## src/rtl/anim_seq_pkg.sv

```systemverilog
// Shared types and constants for the animation sequencer.
// The hit states only exist when ANIM_SEQ_HIT_EN is defined.
package anim_seq_pkg;

    localparam int FRAME_SEL_END = 0;

    typedef enum logic [2:0] {
        IDLE,
        DRAW,
        HOLD,
        END_DRAW,
        END_HOLD
`ifdef ANIM_SEQ_HIT_EN
        ,
        HIT_DRAW,
        HIT_HOLD
`endif
    } state_t;

endpackage

```

## src/rtl/anim_sequencer_if.sv

```systemverilog
// Pixel-write bus from the sequencer to the frame-buffer writer.
interface anim_sequencer_if #(
    parameter int X_W    = 9,
    parameter int Y_W    = 8,
    parameter int ADDR_W = 16,
    parameter int SEL_W  = 3
);
    logic [X_W-1:0]    x;
    logic [Y_W-1:0]    y;
    logic [ADDR_W-1:0] addr;
    logic              plot;
    logic [SEL_W-1:0]  frame_sel;

    modport master (output x, y, addr, plot, frame_sel);
    modport slave  (input  x, y, addr, plot, frame_sel);
endinterface

```

## src/rtl/raster_scan.sv

```systemverilog
// Raster x/y/ROM-address counters; done flags the last pixel of the frame.
module raster_scan #(
    parameter int H_RES  = 320,
    parameter int X_W    = 9,
    parameter int Y_W    = 8,
    parameter int ADDR_W = 16
) (
    input  logic              CLOCK_50,
    input  logic              reset,
    input  logic              load,
    input  logic [Y_W-1:0]    first_row,
    input  logic [Y_W-1:0]    last_row,
    input  logic              enable,
    output logic [X_W-1:0]    x,
    output logic [Y_W-1:0]    y,
    output logic [ADDR_W-1:0] addr,
    output logic              done
);
    logic [X_W-1:0]    x_q, x_d;
    logic [Y_W-1:0]    y_q, y_d;
    logic [ADDR_W-1:0] addr_q, addr_d;
    logic              row_end;

    assign row_end = (x_q == X_W'(H_RES - 1));
    assign done    = row_end && (y_q == last_row);

    always_comb begin
        x_d    = x_q;
        y_d    = y_q;
        addr_d = addr_q;
        if (load) begin
            x_d    = '0;
            y_d    = first_row;
            addr_d = '0;
        end else if (enable) begin
            x_d    = row_end ? '0 : x_q + 1'b1;
            y_d    = row_end ? y_q + 1'b1 : y_q;
            addr_d = addr_q + 1'b1;
        end
    end

    always_ff @(posedge CLOCK_50) begin
        if (!reset) begin
            x_q    <= '0;
            y_q    <= '0;
            addr_q <= '0;
        end else begin
            x_q    <= x_d;
            y_q    <= y_d;
            addr_q <= addr_d;
        end
    end

    assign x    = x_q;
    assign y    = y_q;
    assign addr = addr_q;
endmodule

```

## src/rtl/anim_sequencer.sv

```systemverilog
// Frame animation sequencer: draw / hold loop with optional punch frame and end screen.
// Define ANIM_SEQ_HIT_EN to compile in the hit path (pending flag, hit states, hit_count).
module anim_sequencer
    import anim_seq_pkg::*;
#(
    parameter int NFRAMES  = 3,
    parameter int H_RES    = 320,
    parameter int Y_START  = 75,
    parameter int Y_END    = 240,
    parameter int END_Y0   = 10,
    parameter int END_Y1   = 230,
    parameter int HOLD_CYC = 100000000,
    parameter int X_W      = 9,
    parameter int Y_W      = 8,
    parameter int ADDR_W   = 16,
    parameter int SEL_W    = 3
) (
    input  logic                 CLOCK_50,
    input  logic                 reset,
    input  logic                 start,
    input  logic                 hit,
    input  logic                 game_over,
    anim_sequencer_if.master     pix,
    output logic                 busy,
    output logic [7:0]           hit_count
);
    localparam int HOLD_W = $clog2(HOLD_CYC + 1);

    state_t            state_q, state_d;
    logic [SEL_W-1:0]  frame_q, frame_d;
    logic [HOLD_W-1:0] hold_cnt_q, hold_cnt_d;
    logic              load, enable, done, hold_done, drawing;
    logic [Y_W-1:0]    first_row, last_row;
    logic              pending_q;

    assign hold_done = (hold_cnt_q == HOLD_W'(HOLD_CYC - 1));

    always_comb begin
        state_d    = state_q;
        frame_d    = frame_q;
        hold_cnt_d = '0;
        load       = 1'b0;
        first_row  = Y_W'(Y_START);
        case (state_q)
            IDLE: if (start) begin
                state_d = DRAW;
                frame_d = SEL_W'(1);
                load    = 1'b1;
            end
            DRAW:     if (done) state_d = HOLD;
            HOLD: begin
                hold_cnt_d = hold_cnt_q + 1'b1;
                // game_over wins over a pending punch
                if (game_over) begin
                    state_d   = END_DRAW;
                    first_row = Y_W'(END_Y0);
                    load      = 1'b1;
                end
`ifdef ANIM_SEQ_HIT_EN
                else if (pending_q) begin
                    state_d = HIT_DRAW;
                    load    = 1'b1;
                end
`endif
                else if (hold_done) begin
                    state_d = DRAW;
                    frame_d = (frame_q == SEL_W'(NFRAMES)) ? SEL_W'(1) : frame_q + 1'b1;
                    load    = 1'b1;
                end
            end
`ifdef ANIM_SEQ_HIT_EN
            HIT_DRAW: if (done) state_d = HIT_HOLD;
            HIT_HOLD: begin
                hold_cnt_d = hold_cnt_q + 1'b1;
                if (game_over) begin
                    state_d   = END_DRAW;
                    first_row = Y_W'(END_Y0);
                    load      = 1'b1;
                end else if (hold_done) begin
                    state_d = DRAW;
                    frame_d = SEL_W'(1);
                    load    = 1'b1;
                end
            end
`endif
            END_DRAW: if (done) state_d = END_HOLD;
            END_HOLD: state_d = END_HOLD;
            default:  state_d = IDLE;
        endcase
        if (start && state_q != IDLE) begin
            state_d    = DRAW;
            frame_d    = SEL_W'(1);
            first_row  = Y_W'(Y_START);
            load       = 1'b1;
            hold_cnt_d = '0;
        end
    end

    always_ff @(posedge CLOCK_50) begin
        if (!reset) begin
            state_q    <= IDLE;
            frame_q    <= SEL_W'(1);
            hold_cnt_q <= '0;
        end else begin
            state_q    <= state_d;
            frame_q    <= frame_d;
            hold_cnt_q <= hold_cnt_d;
        end
    end

`ifdef ANIM_SEQ_HIT_EN
    logic       hit_prev_q, hit_prev_d, pending_d, hit_edge;
    logic [7:0] hit_count_q, hit_count_d;

    // A punch arriving together with start belongs to the old sequence and is dropped
    assign hit_edge = hit && !hit_prev_q && !start;

    always_comb begin
        hit_prev_d  = hit;
        pending_d   = pending_q;
        hit_count_d = hit_count_q;
        if (state_q == HOLD && !game_over && pending_q) pending_d = 1'b0;
        if (hit_edge) begin
            pending_d = 1'b1;
            if (hit_count_q != 8'hFF) hit_count_d = hit_count_q + 1'b1;
        end
        if (start) begin
            pending_d   = 1'b0;
            hit_count_d = '0;
        end
    end

    always_ff @(posedge CLOCK_50) begin
        if (!reset) begin
            hit_prev_q  <= 1'b0;
            pending_q   <= 1'b0;
            hit_count_q <= '0;
        end else begin
            hit_prev_q  <= hit_prev_d;
            pending_q   <= pending_d;
            hit_count_q <= hit_count_d;
        end
    end

    assign hit_count = hit_count_q;
    assign drawing   = (state_q == DRAW) || (state_q == HIT_DRAW) || (state_q == END_DRAW);
`else
    logic unused_hit;
    assign unused_hit = hit;
    assign pending_q  = 1'b0;
    assign hit_count  = '0;
    assign drawing    = (state_q == DRAW) || (state_q == END_DRAW);
`endif

    assign enable   = drawing && !load;
    assign last_row = (state_q == END_DRAW) ? Y_W'(END_Y1 - 1) : Y_W'(Y_END - 1);

    raster_scan #(
        .H_RES  (H_RES),
        .X_W    (X_W),
        .Y_W    (Y_W),
        .ADDR_W (ADDR_W)
    ) u_scan (
        .CLOCK_50  (CLOCK_50),
        .reset     (reset),
        .load      (load),
        .first_row (first_row),
        .last_row  (last_row),
        .enable    (enable),
        .x         (pix.x),
        .y         (pix.y),
        .addr      (pix.addr),
        .done      (done)
    );

    always_comb begin
        pix.frame_sel = frame_q;
        if (state_q == END_DRAW || state_q == END_HOLD) pix.frame_sel = SEL_W'(FRAME_SEL_END);
`ifdef ANIM_SEQ_HIT_EN
        if (state_q == HIT_DRAW || state_q == HIT_HOLD) pix.frame_sel = SEL_W'(NFRAMES + 1);
`endif
    end

    assign pix.plot = drawing;
    assign busy     = (state_q != IDLE);
endmodule

```

## src/flat_wrapper.sv

```systemverilog
// flat-port wrapper written by rule: the top's interface ports become plain ports
module anim_sequencer_flat import anim_seq_pkg::*;
#(
    parameter int NFRAMES  = 3,
    parameter int H_RES    = 320,
    parameter int Y_START  = 75,
    parameter int Y_END    = 240,
    parameter int END_Y0   = 10,
    parameter int END_Y1   = 230,
    parameter int HOLD_CYC = 100000000,
    parameter int X_W      = 9,
    parameter int Y_W      = 8,
    parameter int ADDR_W   = 16,
    parameter int SEL_W    = 3
)
  (CLOCK_50, reset, start, hit, game_over, busy, hit_count, pix_x, pix_y, pix_addr, pix_plot, pix_frame_sel);
  anim_sequencer_if #(.X_W(X_W), .Y_W(Y_W), .ADDR_W(ADDR_W), .SEL_W(SEL_W)) pix_i ();
  input  logic CLOCK_50;
  input  logic reset;
  input  logic start;
  input  logic hit;
  input  logic game_over;
  output logic busy;
  output logic [7:0] hit_count;
  output wire logic [$bits(pix_i.x)-1:0] pix_x;
  output wire logic [$bits(pix_i.y)-1:0] pix_y;
  output wire logic [$bits(pix_i.addr)-1:0] pix_addr;
  output wire logic [$bits(pix_i.plot)-1:0] pix_plot;
  output wire logic [$bits(pix_i.frame_sel)-1:0] pix_frame_sel;
  assign pix_x = pix_i.x;
  assign pix_y = pix_i.y;
  assign pix_addr = pix_i.addr;
  assign pix_plot = pix_i.plot;
  assign pix_frame_sel = pix_i.frame_sel;
  anim_sequencer #(.NFRAMES(NFRAMES), .H_RES(H_RES), .Y_START(Y_START), .Y_END(Y_END), .END_Y0(END_Y0), .END_Y1(END_Y1), .HOLD_CYC(HOLD_CYC), .X_W(X_W), .Y_W(Y_W), .ADDR_W(ADDR_W), .SEL_W(SEL_W)) u_core (.CLOCK_50(CLOCK_50), .reset(reset), .start(start), .hit(hit), .game_over(game_over), .pix(pix_i), .busy(busy), .hit_count(hit_count));
endmodule
```

## config.mk

```make
export PLATFORM = sky130hd
export DESIGN_NAME = anim_sequencer_flat
export DESIGN_NICKNAME = d
export VERILOG_FILES = /design/src/rtl/anim_seq_pkg.sv /design/src/rtl/anim_sequencer_if.sv /design/src/rtl/raster_scan.sv /design/src/rtl/anim_sequencer.sv /design/src/flat_wrapper.sv
export SDC_FILE = /design/constraint.sdc
export NUM_CORES = 1
export LEC_CHECK = 0
export BUFFER_PORTS_ARGS = -buffer_cell sky130_fd_sc_hd__buf_2
export CAP_MARGIN = 25
export CORE_MARGIN = 5
export CORE_UTILIZATION = 57
export DETAILED_ROUTE_END_ITERATION = 6
export GPL_TIMING_DRIVEN = 0
export PLACE_DENSITY = 0.83
export SLEW_MARGIN = 20
export SYNTH_ARGS = -nofsm -noshare
export SYNTH_HDL_FRONTEND = slang
export SYNTH_SLANG_ARGS = --single-unit
```

## constraint.sdc

```tcl
create_clock -name CLOCK_50 -period 2.5 [get_ports CLOCK_50]
set_clock_uncertainty 0.05 [all_clocks]
set_input_delay 0.375 -clock CLOCK_50 [delete_from_list [all_inputs] [get_ports CLOCK_50]]
set_output_delay 0.375 -clock CLOCK_50 [all_outputs]
set_load 0.02 [all_outputs]
```

Word level (Yosys, flattened, before mapping)
Index checks and enable logic that the tools add are counted.
Storage, ports and cells
  register bits after elaboration: 66
  input bits: 5
  output and inout bits: 46
  word-level logic and storage cells: 75
Operators by class
  $add $sub $neg: 5
  eq/ne operators: 18
  muxes and demuxes: 25
  bitwise logic cells: 2
  reduce and logical (&&, ||, !) cells: 18
Operators by type and width (number)
  2-to-1 mux 8 bit: 5
  adder 27 x 1 -> 27 bit, second input constant: 1
  == test 27 bit, second input constant: 1
  2-to-1 mux 3 bit: 9
  adder 16 x 1 -> 16 bit, second input constant: 1
  case mux 3 bit (5 select lines): 1
  AND reduction 4 bit: 3
  adder 9 x 1 -> 9 bit, second input constant: 1
  == test 3 x 2 -> 1 bit, second input constant: 3
  == test 9 bit, second input constant: 1
  2-to-1 mux 9 bit: 1
  adder 8 x 1 -> 8 bit, second input constant: 1
  == test 8 bit: 1
  2-to-1 mux 7 bit: 1
  inequality test 2 x 1 -> 1 bit, second input constant: 3
  inequality test 3 x 1 -> 1 bit, second input constant: 2
  inequality test 3 x 2 -> 1 bit, second input constant: 2
  case mux 3 bit (2 select lines): 1
  nonzero test 2 bit: 3
  2-to-1 mux 1 bit: 5
  2-to-1 mux 4 bit: 1
  inequality test 2 bit, second input constant: 2
  inequality test 4 x 2 -> 1 bit, second input constant: 1
  OR reduction 2 bit: 2
  other kinds (12): 16

Longest topological paths before layout
Gate-level depths: netlist of the first run.
  word-level depth: 9
  gate-level depth with buffers: 8
  gate-level depth less buffers: 5

Cells and area by module
From an unflattened synthesis of the first run, not the netlist that was laid out.
Second synthesis, totals
  cells, all modules: 393
  area, all modules: 3334.4 µm²
Modules (own cells, without submodules)
  anim_sequencer: instances 1, cells each 206, area an instance 1731.7 µm², seq. area each 660.6 µm²
  raster_scan: instances 1, cells each 187, area an instance 1602.8 µm², seq. area each 660.6 µm²

Least setup slack after synthesis of the first run
No wires, ideal clock.
  path type: register -> register
  start point: reg u_core.u_scan.x_q[0] (netlist: u_core.u_scan.x[0])
  end point: reg u_core.u_scan.y_q[1] (netlist: u_core.u_scan.y[1])
  setup time: 115 ps
  arrival time: 1810 ps
  data required time: 2335 ps
  path slack: 525 ps
  cell stages (with the launch flop): 6
  path buffers: 0
  clock period less this slack: 1975 ps
  path through: dfxtp_1 > ha_1 > nand4_1 > nor3_2 > mux2_2 > o21a_1
Between the ends
  longest elaborated chain between the ends: 3
Ends and longest elaborated chain
  start, declared: RTL line raster_scan.sv:19  | logic [X_W-1:0] x_q, x_d;
  start signal, assigned: RTL line raster_scan.sv:44  | x_q <= '0;
  start signal, assigned: RTL line raster_scan.sv:48  | x_q <= x_d;
  == test 9 bit: RTL line raster_scan.sv:24  | assign row_end = (x_q == X_W'(H_RES - 1));
  nonzero test 2 bit (no source line)
  AND reduction 2 bit (no source line)
  end signal, assigned: RTL line raster_scan.sv:49  | y_q <= y_d;
  end, declared: RTL line raster_scan.sv:20  | logic [Y_W-1:0] y_q, y_d;
No other way between the ends.
A chain may end at the register's enable or synchronous reset.

Worst setup path in the final report of the first run
  start point: reg u_core.state_q[2]
  end point: out pix_frame_sel[2]
Between the ends
  longest elaborated chain between the ends: 3
  elaborated cells on any way between the ends: 4
  classes of those cells: eq/ne: 2; mux: 1; reduce/logical: 1
Ends and longest elaborated chain
  start, declared: RTL line anim_sequencer.sv:29  | state_t state_q, state_d;
  start signal, assigned: RTL line anim_sequencer.sv:105  | state_q <= state_d;
  == test 3 x 2 -> 1 bit or == test 3 bit (tied branches): RTL line anim_sequencer.sv:178  | if (state_q == END_DRAW || state_q == END_HOLD) pix.frame_sel = SEL_W'(FRAME_SEL_END);
  logical OR 1 bit *: RTL line anim_sequencer.sv:178
  2-to-1 mux 3 bit *: RTL line anim_sequencer.sv:178
  end, declared: RTL line flat_wrapper.sv:29  | output wire logic [$bits(pix_i.frame_sel)-1:0] pix_frame_sel;
Every way passes the cells marked *; elsewhere a longest branch is shown, timed or not.

==> results.sh, run 1 <==
export IMPL_slowest_stage="nand2b_1"
export IMPL_yosysMostFrequentCell="dfxtp_1"
export IMPL_n_antenna_cell=0
export IMPL_fin_util_pct=68.15
export IMPL_io_buffers=40
export IMPL_wl_met1_mm=3.476
export IMPL_ioPinCount=51
export IMPL_via_per_inst=5.973
export IMPL_start_util_pct=59.69
export IMPL_grt_antenna_before_repair=0
export IMPL_setup_violations=0
export IMPL_seqCellArea_um2=1321
export IMPL_grt_pass1_vias=2818
export IMPL_yosysTopAreaCell="dfxtp_1"
export IMPL_grt_start_max_net_pins=11
export IMPL_vdd_drop_max_v=0.0003325
export IMPL_drive_gt1_share_pct=17.98
export IMPL_critical_path_peak_fanout=9
export IMPL_fin_tns_setup_ps=0
export IMPL_die_h_um=86.40
export IMPL_crit_path_end_kind="output pin"
export IMPL_dp_hpwl_mm=5.504
export IMPL_clk_pin_slew_ps=70
export IMPL_synth_common_cells="66 x dfxtp_1, 35 x nor2_1, 20 x a21oi_1"
export IMPL_fin_crit_ps=2357
export IMPL_slew_viol_final=0
export IMPL_cts_tree="yes"
export IMPL_route_met2_wl_mm=3.587
export IMPL_power_mw=1.909
export IMPL_crit_type="flip-flop to output pin"
export IMPL_synth_edf_count=0
export IMPL_cts_sinks=66
export IMPL_cpPeakStageDelay_ps=390
export IMPL_cts_setup_buffers=0
export IMPL_tightest_slew_ps=771.0
export IMPL_avgSynthCellArea_um2=8.664
export IMPL_track_usage_pct=21.11
export IMPL_post_dp_cell_area_um2=3643
export IMPL_crit_required_ps=2080
export IMPL_drt_iter0_markers=172
export IMPL_cts_inserted_buffers=9
export IMPL_postCtsHoldBufs=0
export IMPL_synthArstFlopShare_pct=0
export IMPL_synth_distinct_cells=57
export IMPL_status="finished clean"
export IMPL_drt_wirelength_per_cell_um=14.82
export IMPL_grt_first_pass_wirelength_mm=12.94
export IMPL_ys_flop_type="dfxtp_1"
export IMPL_leakage_nw=1.375
export IMPL_syn_to_final_growth_pct=14.18
export IMPL_wl_mm=7.661
export IMPL_nets=451
export IMPL_rsz0062_at_grt="no"
export IMPL_seq_area_frac_synth_pct=39.71
export IMPL_cts_buffer_depth=2
export IMPL_hold_path_class="primary input to flip-flop"
export IMPL_syn_inst=384
export IMPL_die_area_um2=7465
export IMPL_cp_start_kind="flip-flop"
export IMPL_fin_area_um2=3799
export IMPL_clkLatencyLatePin_ps=340
export IMPL_crit_chain="nand2b_1 > clkinv_2 > a22oi_1 > and2_1 > buf_2"
export IMPL_ys_ff_latch=66
export IMPL_relSlewSlack_pct=47.90
export IMPL_overflow=0
export IMPL_yosys_top_cells_area="dfxtp_1 40%, xor2_1 5.0%, nor2_1 3.9%"
export IMPL_fmax_mhz=424.3
export IMPL_row_count=27
export IMPL_netlist_area_um2=3327
export IMPL_die_width_um=86.40
export IMPL_maxCapViolCount=0
export IMPL_hold_viol=0
export IMPL_arrival_ps=1930
export IMPL_core_area_um2=5574
export IMPL_period_share_pct=94.28
export IMPL_drt_pass1_iterations=4
export IMPL_yosysTopAreaCellShare_pct=39.71
export IMPL_power_density_nw_per_um2=502.5
export IMPL_gp_congestion=0.8724
export IMPL_htreeDepth=3
export IMPL_highest_layer="met4"
export IMPL_met3_length_um=501
export IMPL_postRouteAntennaNets=0
export IMPL_vias=3088
export IMPL_drc_errors=0
export IMPL_multiInputGateArea_um2=1868
export IMPL_yosysWarnings=0
export IMPL_nFillCells=470
export IMPL_root_buffer="clkbuf_8"
[per-layer routing]
layer	vias to the layer above	global-route usage (%)
met1	1469	27.61
li1	1519	-
met5	-	0
met4	0	7.507
met2	90	34.77
met3	10	3.897
[report_power, final]
part	switching, mW	internal, mW
Clock	0.383	0.348
Sequential	0.0122	1.06
Combinational	0.0674	0.0381
[path summary, 6_finish.rpt]
check | startpoint | endpoint | slack [ps] | depth (start not counted)
max | u_core.state_q[2]$_SDFFE_PP0P_ | pix_frame_sel[2] | 140 | 5
min | start | u_core.u_scan.y[6]$_SDFFE_PN0P_ | 270 | 2
max reg2reg | u_core.hold_cnt_q[18]$_SDFF_PP0_ | u_core.u_scan.addr[5]$_SDFFE_PP0P_ | 350 | 6
min reg2reg | u_core.hold_cnt_q[0]$_SDFF_PP0_ | u_core.hold_cnt_q[0]$_SDFF_PP0_ | 400 | 1
[cell families (layout without fill, tap and decap cells)]
family	count (synthesis)	in the layout	synth area share, %
AO/OA/AOI/OAI	67	67	13.09
XOR/XNOR	31	31	8.161
adder cells (fa/ha/maj)	5	5	1.880
buffers and inverters	34	88	5.115
flip-flops	66	66	39.71
multiplexers	1	1	0.3384
other	1	8	0.1127
AND/OR/NAND/NOR	179	179	31.59
[critical path, delay by kind of cell, from the launching register on]
family | cells | cell delay [ps]
AOI/OAI and AO/OA | 1 | 270
buffers and inverters | 2 | 400
DFF | 1 | 380
and+or+nand+nor | 2 | 560
[timing repair]
item | in CTS | in global routing
setup endpoints to repair | 3 | 10
resized for setup | 1 | 1
endpoints found under the hold margin | 0 | 0
[placed cells by master, fill, tap and decap left out, types with 3 or more instances in the layout]
master,count
inv_1,7
or3_1,19
nand4_1,19
clkbuf_8,9
o21a_1,5
a211oi_1,3
nor4b_1,3
or4_1,5
a21oi_1,20
and3_1,10
dfxtp_1,66
clkbuf_1,14
o41ai_1,4
nor3_1,13
or2_2,3
clkinv_2,5
and2_1,6
nand3_1,19
xnor2_1,12
o21ai_0,14
conb_1,8
o311ai_0,4
buf_2,44
and4_1,11
buf_4,8
o31ai_1,5
nand2_1,15
xor2_1,19
ha_1,5
nor2_1,35
[final cells by class]
| type | instances | area share (%) |
|---|---|---|
| Buffer | 25 | 3.590 |
| Inverter | 8 | 0.8235 |
| Multi-Input combinational cell | 291 | 49.18 |
| Timing Repair Buffer | 40 | 5.270 |
| Clock inverter | 4 | 0.5270 |
| Clock buffer | 11 | 3.459 |
| Tap cell | 72 | 2.372 |
| Sequential cell | 66 | 34.78 |
[metrics by stage]
step / instances / hold WS (ps) / setup WS, ps
after floorplan: 391 / 363.0 / 525.1
after global placement: 503 / 374.4 / 288.6
after detailed placement: 503 / 380.0 / 252.6
after CTS: 517 / 260.0 / 133.8
after global routing: 517 / 275.6 / 3.579
final: 517 / 273.7 / 143.1
[flip-flops by register name, indices dropped and copies added, names as in the netlist]
name                count
u_core.frame_q          3
u_core.hold_cnt_q      27
u_core.state_q          3
u_core.u_scan.addr     16
u_core.u_scan.x         9
u_core.u_scan.y         8
(Power assumes the default switching activity.)
==> inputs of run 2 (changes only) <==
--- a/config.mk
+++ b/config.mk
@@ -5,13 +5,14 @@
 export SDC_FILE = /design/constraint.sdc
 export NUM_CORES = 1
 export LEC_CHECK = 0
-export BUFFER_PORTS_ARGS = -buffer_cell sky130_fd_sc_hd__buf_2
+export ABC_AREA = 1
 export CAP_MARGIN = 25
 export CORE_MARGIN = 5
-export CORE_UTILIZATION = 57
+export CORE_UTILIZATION = 60
 export DETAILED_ROUTE_END_ITERATION = 6
+export DONT_BUFFER_PORTS = 1
 export GPL_TIMING_DRIVEN = 0
-export PLACE_DENSITY = 0.83
+export PLACE_DENSITY = 0.79
 export SLEW_MARGIN = 20
 export SYNTH_ARGS = -nofsm -noshare
 export SYNTH_HDL_FRONTEND = slang
==> results.sh, run 2 <==
export IMPL_nets=587
export IMPL_vdd_drop_max_v=0.0003575
export IMPL_final_cell_mix="131 x nand2_1, 90 x nor2_1, 67 x inv_1"
export IMPL_fin_tns_setup_ps=0
export IMPL_htreeDepth=3
export IMPL_hold_path_class="primary input to flip-flop"
export IMPL_netlist_area_um2=3764
export IMPL_yosysMostFrequentCell="nand2_1"
export IMPL_rrSetupSlack_ps=300
export IMPL_r2r_end="u_core.u_scan.y[6]$_SDFFE_PN0P_"
export IMPL_n_antenna_cell=0
export IMPL_period_share_pct=87.86
export IMPL_yosysTopAreaCell="dfxtp_1"
export IMPL_pwr_share_comb_pct=10.0
export IMPL_postRouteAntennaNets=0
export IMPL_synth_common_cells="131 x nand2_1, 90 x nor2_1, 67 x inv_1, 66 x dfxtp_1, 37 x nand3_1"
export IMPL_cts_buffer_depth=2
export IMPL_rsz0062_at_grt="no"
export IMPL_ys_ff_latch=66
export IMPL_critical_path_peak_fanout=9
export IMPL_gp_congestion=0.9464
export IMPL_synthArstFlopShare_pct=0
export IMPL_min_to="u_core.state_q[0]$_SDFFE_PN0P_"
export IMPL_track_usage_pct=21.60
export IMPL_cts_setup_buffers=0
export IMPL_dp_slack_ps=343.8
export IMPL_whs_path_depth=2
export IMPL_hold_viol=0
export IMPL_via_per_inst=5.336
export IMPL_power_density_nw_per_um2=511.0
export IMPL_yosys_top_cells_area="dfxtp_1 35%, nand2_1 13%, nor2_1 9.0%"
export IMPL_leakage_nw=1.508
export IMPL_io_buffers=0
export IMPL_crit_type="flip-flop to flip-flop"
export IMPL_setup_violations=0
export IMPL_min_from="reset"
export IMPL_fmax_mhz=455.3
export IMPL_avgSynthCellArea_um2=6.733
export IMPL_row_count=28
export IMPL_root_buffer="clkbuf_8"
export IMPL_syn_inst=559
export IMPL_yosysTopAreaCellShare_pct=35.11
export IMPL_die_h_um=89.20
export IMPL_ys_flop_type="dfxtp_1"
export IMPL_dp_hpwl_mm=6.314
export IMPL_yosysWarnings=0
export IMPL_postCtsHoldBufs=0
export IMPL_p_int_mw=1.506
export IMPL_post_dp_cell_area_um2=3884
export IMPL_crit_path_end_kind="flip-flop"
export IMPL_vias=3495
export IMPL_crit_required_ps=2680
export IMPL_cts_inserted_buffers=9
export IMPL_power_mw=2.066
export IMPL_switching_share_pct=27.08
export IMPL_drc_errors=0
export IMPL_mostFrequentLayoutCell="nand2_1"
export IMPL_grt_pass1_vias=3202
export IMPL_reg2reg_depth=10
export IMPL_top_register="u_core.hold_cnt_q"
export IMPL_cts_tree="yes"
export IMPL_grt_antenna_before_repair=0
export IMPL_fin_util_pct=67.09
export IMPL_syn_to_final_growth_pct=7.414
export IMPL_die_area_um2=7957
export IMPL_wl_mm=8.174
export IMPL_overflow=0
export IMPL_status="finished clean"
export IMPL_grt_start_max_net_pins=11
export IMPL_cp_start_kind="flip-flop"
export IMPL_clkPwrFrac_pct=36.8
export IMPL_slew_viol_final=0
export IMPL_core_area_um2=6026
export IMPL_grt_first_pass_wirelength_mm=13.78
export IMPL_seq_area_frac_synth_pct=35.11
export IMPL_p_sw_mw=0.5593
export IMPL_drt_wirelength_per_cell_um=12.48
export IMPL_r2r_start="u_core.u_scan.x[0]$_SDFFE_PP0P_"
export IMPL_cts_resized=0
export IMPL_die_width_um=89.20
export IMPL_synth_distinct_cells=34
export IMPL_clk_pin_slew_ps=70
export IMPL_drt_iter0_markers=264
export IMPL_clkLatencyLatePin_ps=330
export IMPL_fin_crit_ps=2197
export IMPL_pwr_share_seq_pct=53.3
export IMPL_cts_sinks=66
export IMPL_largest_register_ffs=27
export IMPL_drive_gt1_share_pct=11.55
export IMPL_start_util_pct=62.46
export IMPL_maxCapViolCount=0
export IMPL_drt_pass1_iterations=5
export IMPL_worst_slack_ps=303.5
export IMPL_synth_edf_count=0
export IMPL_fin_area_um2=4043
export IMPL_ioPinCount=51
export IMPL_arrival_ps=2370
-- run 2: cell count changes after synthesis, sizes merged, moves of 19 or more --
cell | previous run | this run
nand3 | 19 | 40
a21oi | 20 | 39
or3 | 19 | 0
nand2 | 15 | 140
nor2 | 35 | 104
inv | 7 | 72
-- run 2: layout make-up --
type                    count  area [um^2]
clock inverters             3        17.52
multi-input cells         413         2071
clock buffers              11        141.4
well taps                  75        93.84
flip-flops and latches     66         1321
fillers                   579         1983
inverters                  73        286.5
plain buffers              14        111.4
-- run 2: power by group through the flow --
stage                     registers (mW)  clock network, mW  logic [mW]
after global routing                1.10              0.827       0.232
final                               1.10              0.759       0.206
after detailed placement            1.12                  0       0.205
after CTS                           1.10              0.777       0.206
after floorplan                     1.12                  0       0.173
after global placement              1.12                  0       0.202
-- run 2: worst max-delay path by stage --
| stage | startpoint | endpoint | slack (ps) |
|---|---|---|---|
| floorplan | u_core.u_scan.x[0]$_SDFFE_PP0P_ | u_core.u_scan.y[0]$_SDFFE_PN0P_ | 750 |
| global route | u_core.u_scan.x[0]$_SDFFE_PP0P_ | u_core.u_scan.y[6]$_SDFFE_PN0P_ | 110 |
| global placement | u_core.u_scan.x[0]$_SDFFE_PP0P_ | u_core.u_scan.y[0]$_SDFFE_PN0P_ | 420 |
| finish | u_core.u_scan.x[0]$_SDFFE_PP0P_ | u_core.u_scan.y[6]$_SDFFE_PN0P_ | 300 |
| detailed placement | u_core.u_scan.x[0]$_SDFFE_PP0P_ | u_core.u_scan.y[0]$_SDFFE_PN0P_ | 340 |
| CTS | u_core.u_scan.x[0]$_SDFFE_PP0P_ | u_core.u_scan.y[0]$_SDFFE_PN0P_ | 330 |
-- run 2: logic make-up after synthesis --
| logic type | after synthesis | synth area share [%] |
|---|---|---|
| and+or+nand+nor | 324 | 39.66 |
| buffers and inverters | 87 | 10.57 |
| DFF | 66 | 35.11 |
| AOI/OAI and AO/OA | 60 | 9.176 |
| xor gates and xnor gates | 16 | 3.723 |
| adders and majority gates | 5 | 1.662 |
| other | 1 | 0.09964 |
-- run 2: metal layers --
| metal | GRT usage [%] | part of all wire [%] |
|---|---|---|
| met5 | 0 | 0 |
| met3 | 4.516 | 6.1 |
| met1 | 27.71 | 46 |
| met4 | 9.202 | 2.0 |
| met2 | 35.16 | 45 |
-- run 2: critical path, stage by stage (launching register included) --
cell and delay, ps:
dfxtp_1 530, ha_1 230, nand2_1 90, nor2_1 130
nand2_1 70, nor2_1 210, nand2_1 260, nand3_1 280
nand2_1 100, nor2_1 100, nor2_1 40
-- run 2: metrics by stage --
step	instances	hold slack [ps]
after global routing	655	99.29
after floorplan	566	394.2
final	655	88.88
after CTS	655	84.42
after detailed placement	641	413.7
after global placement	641	406.2
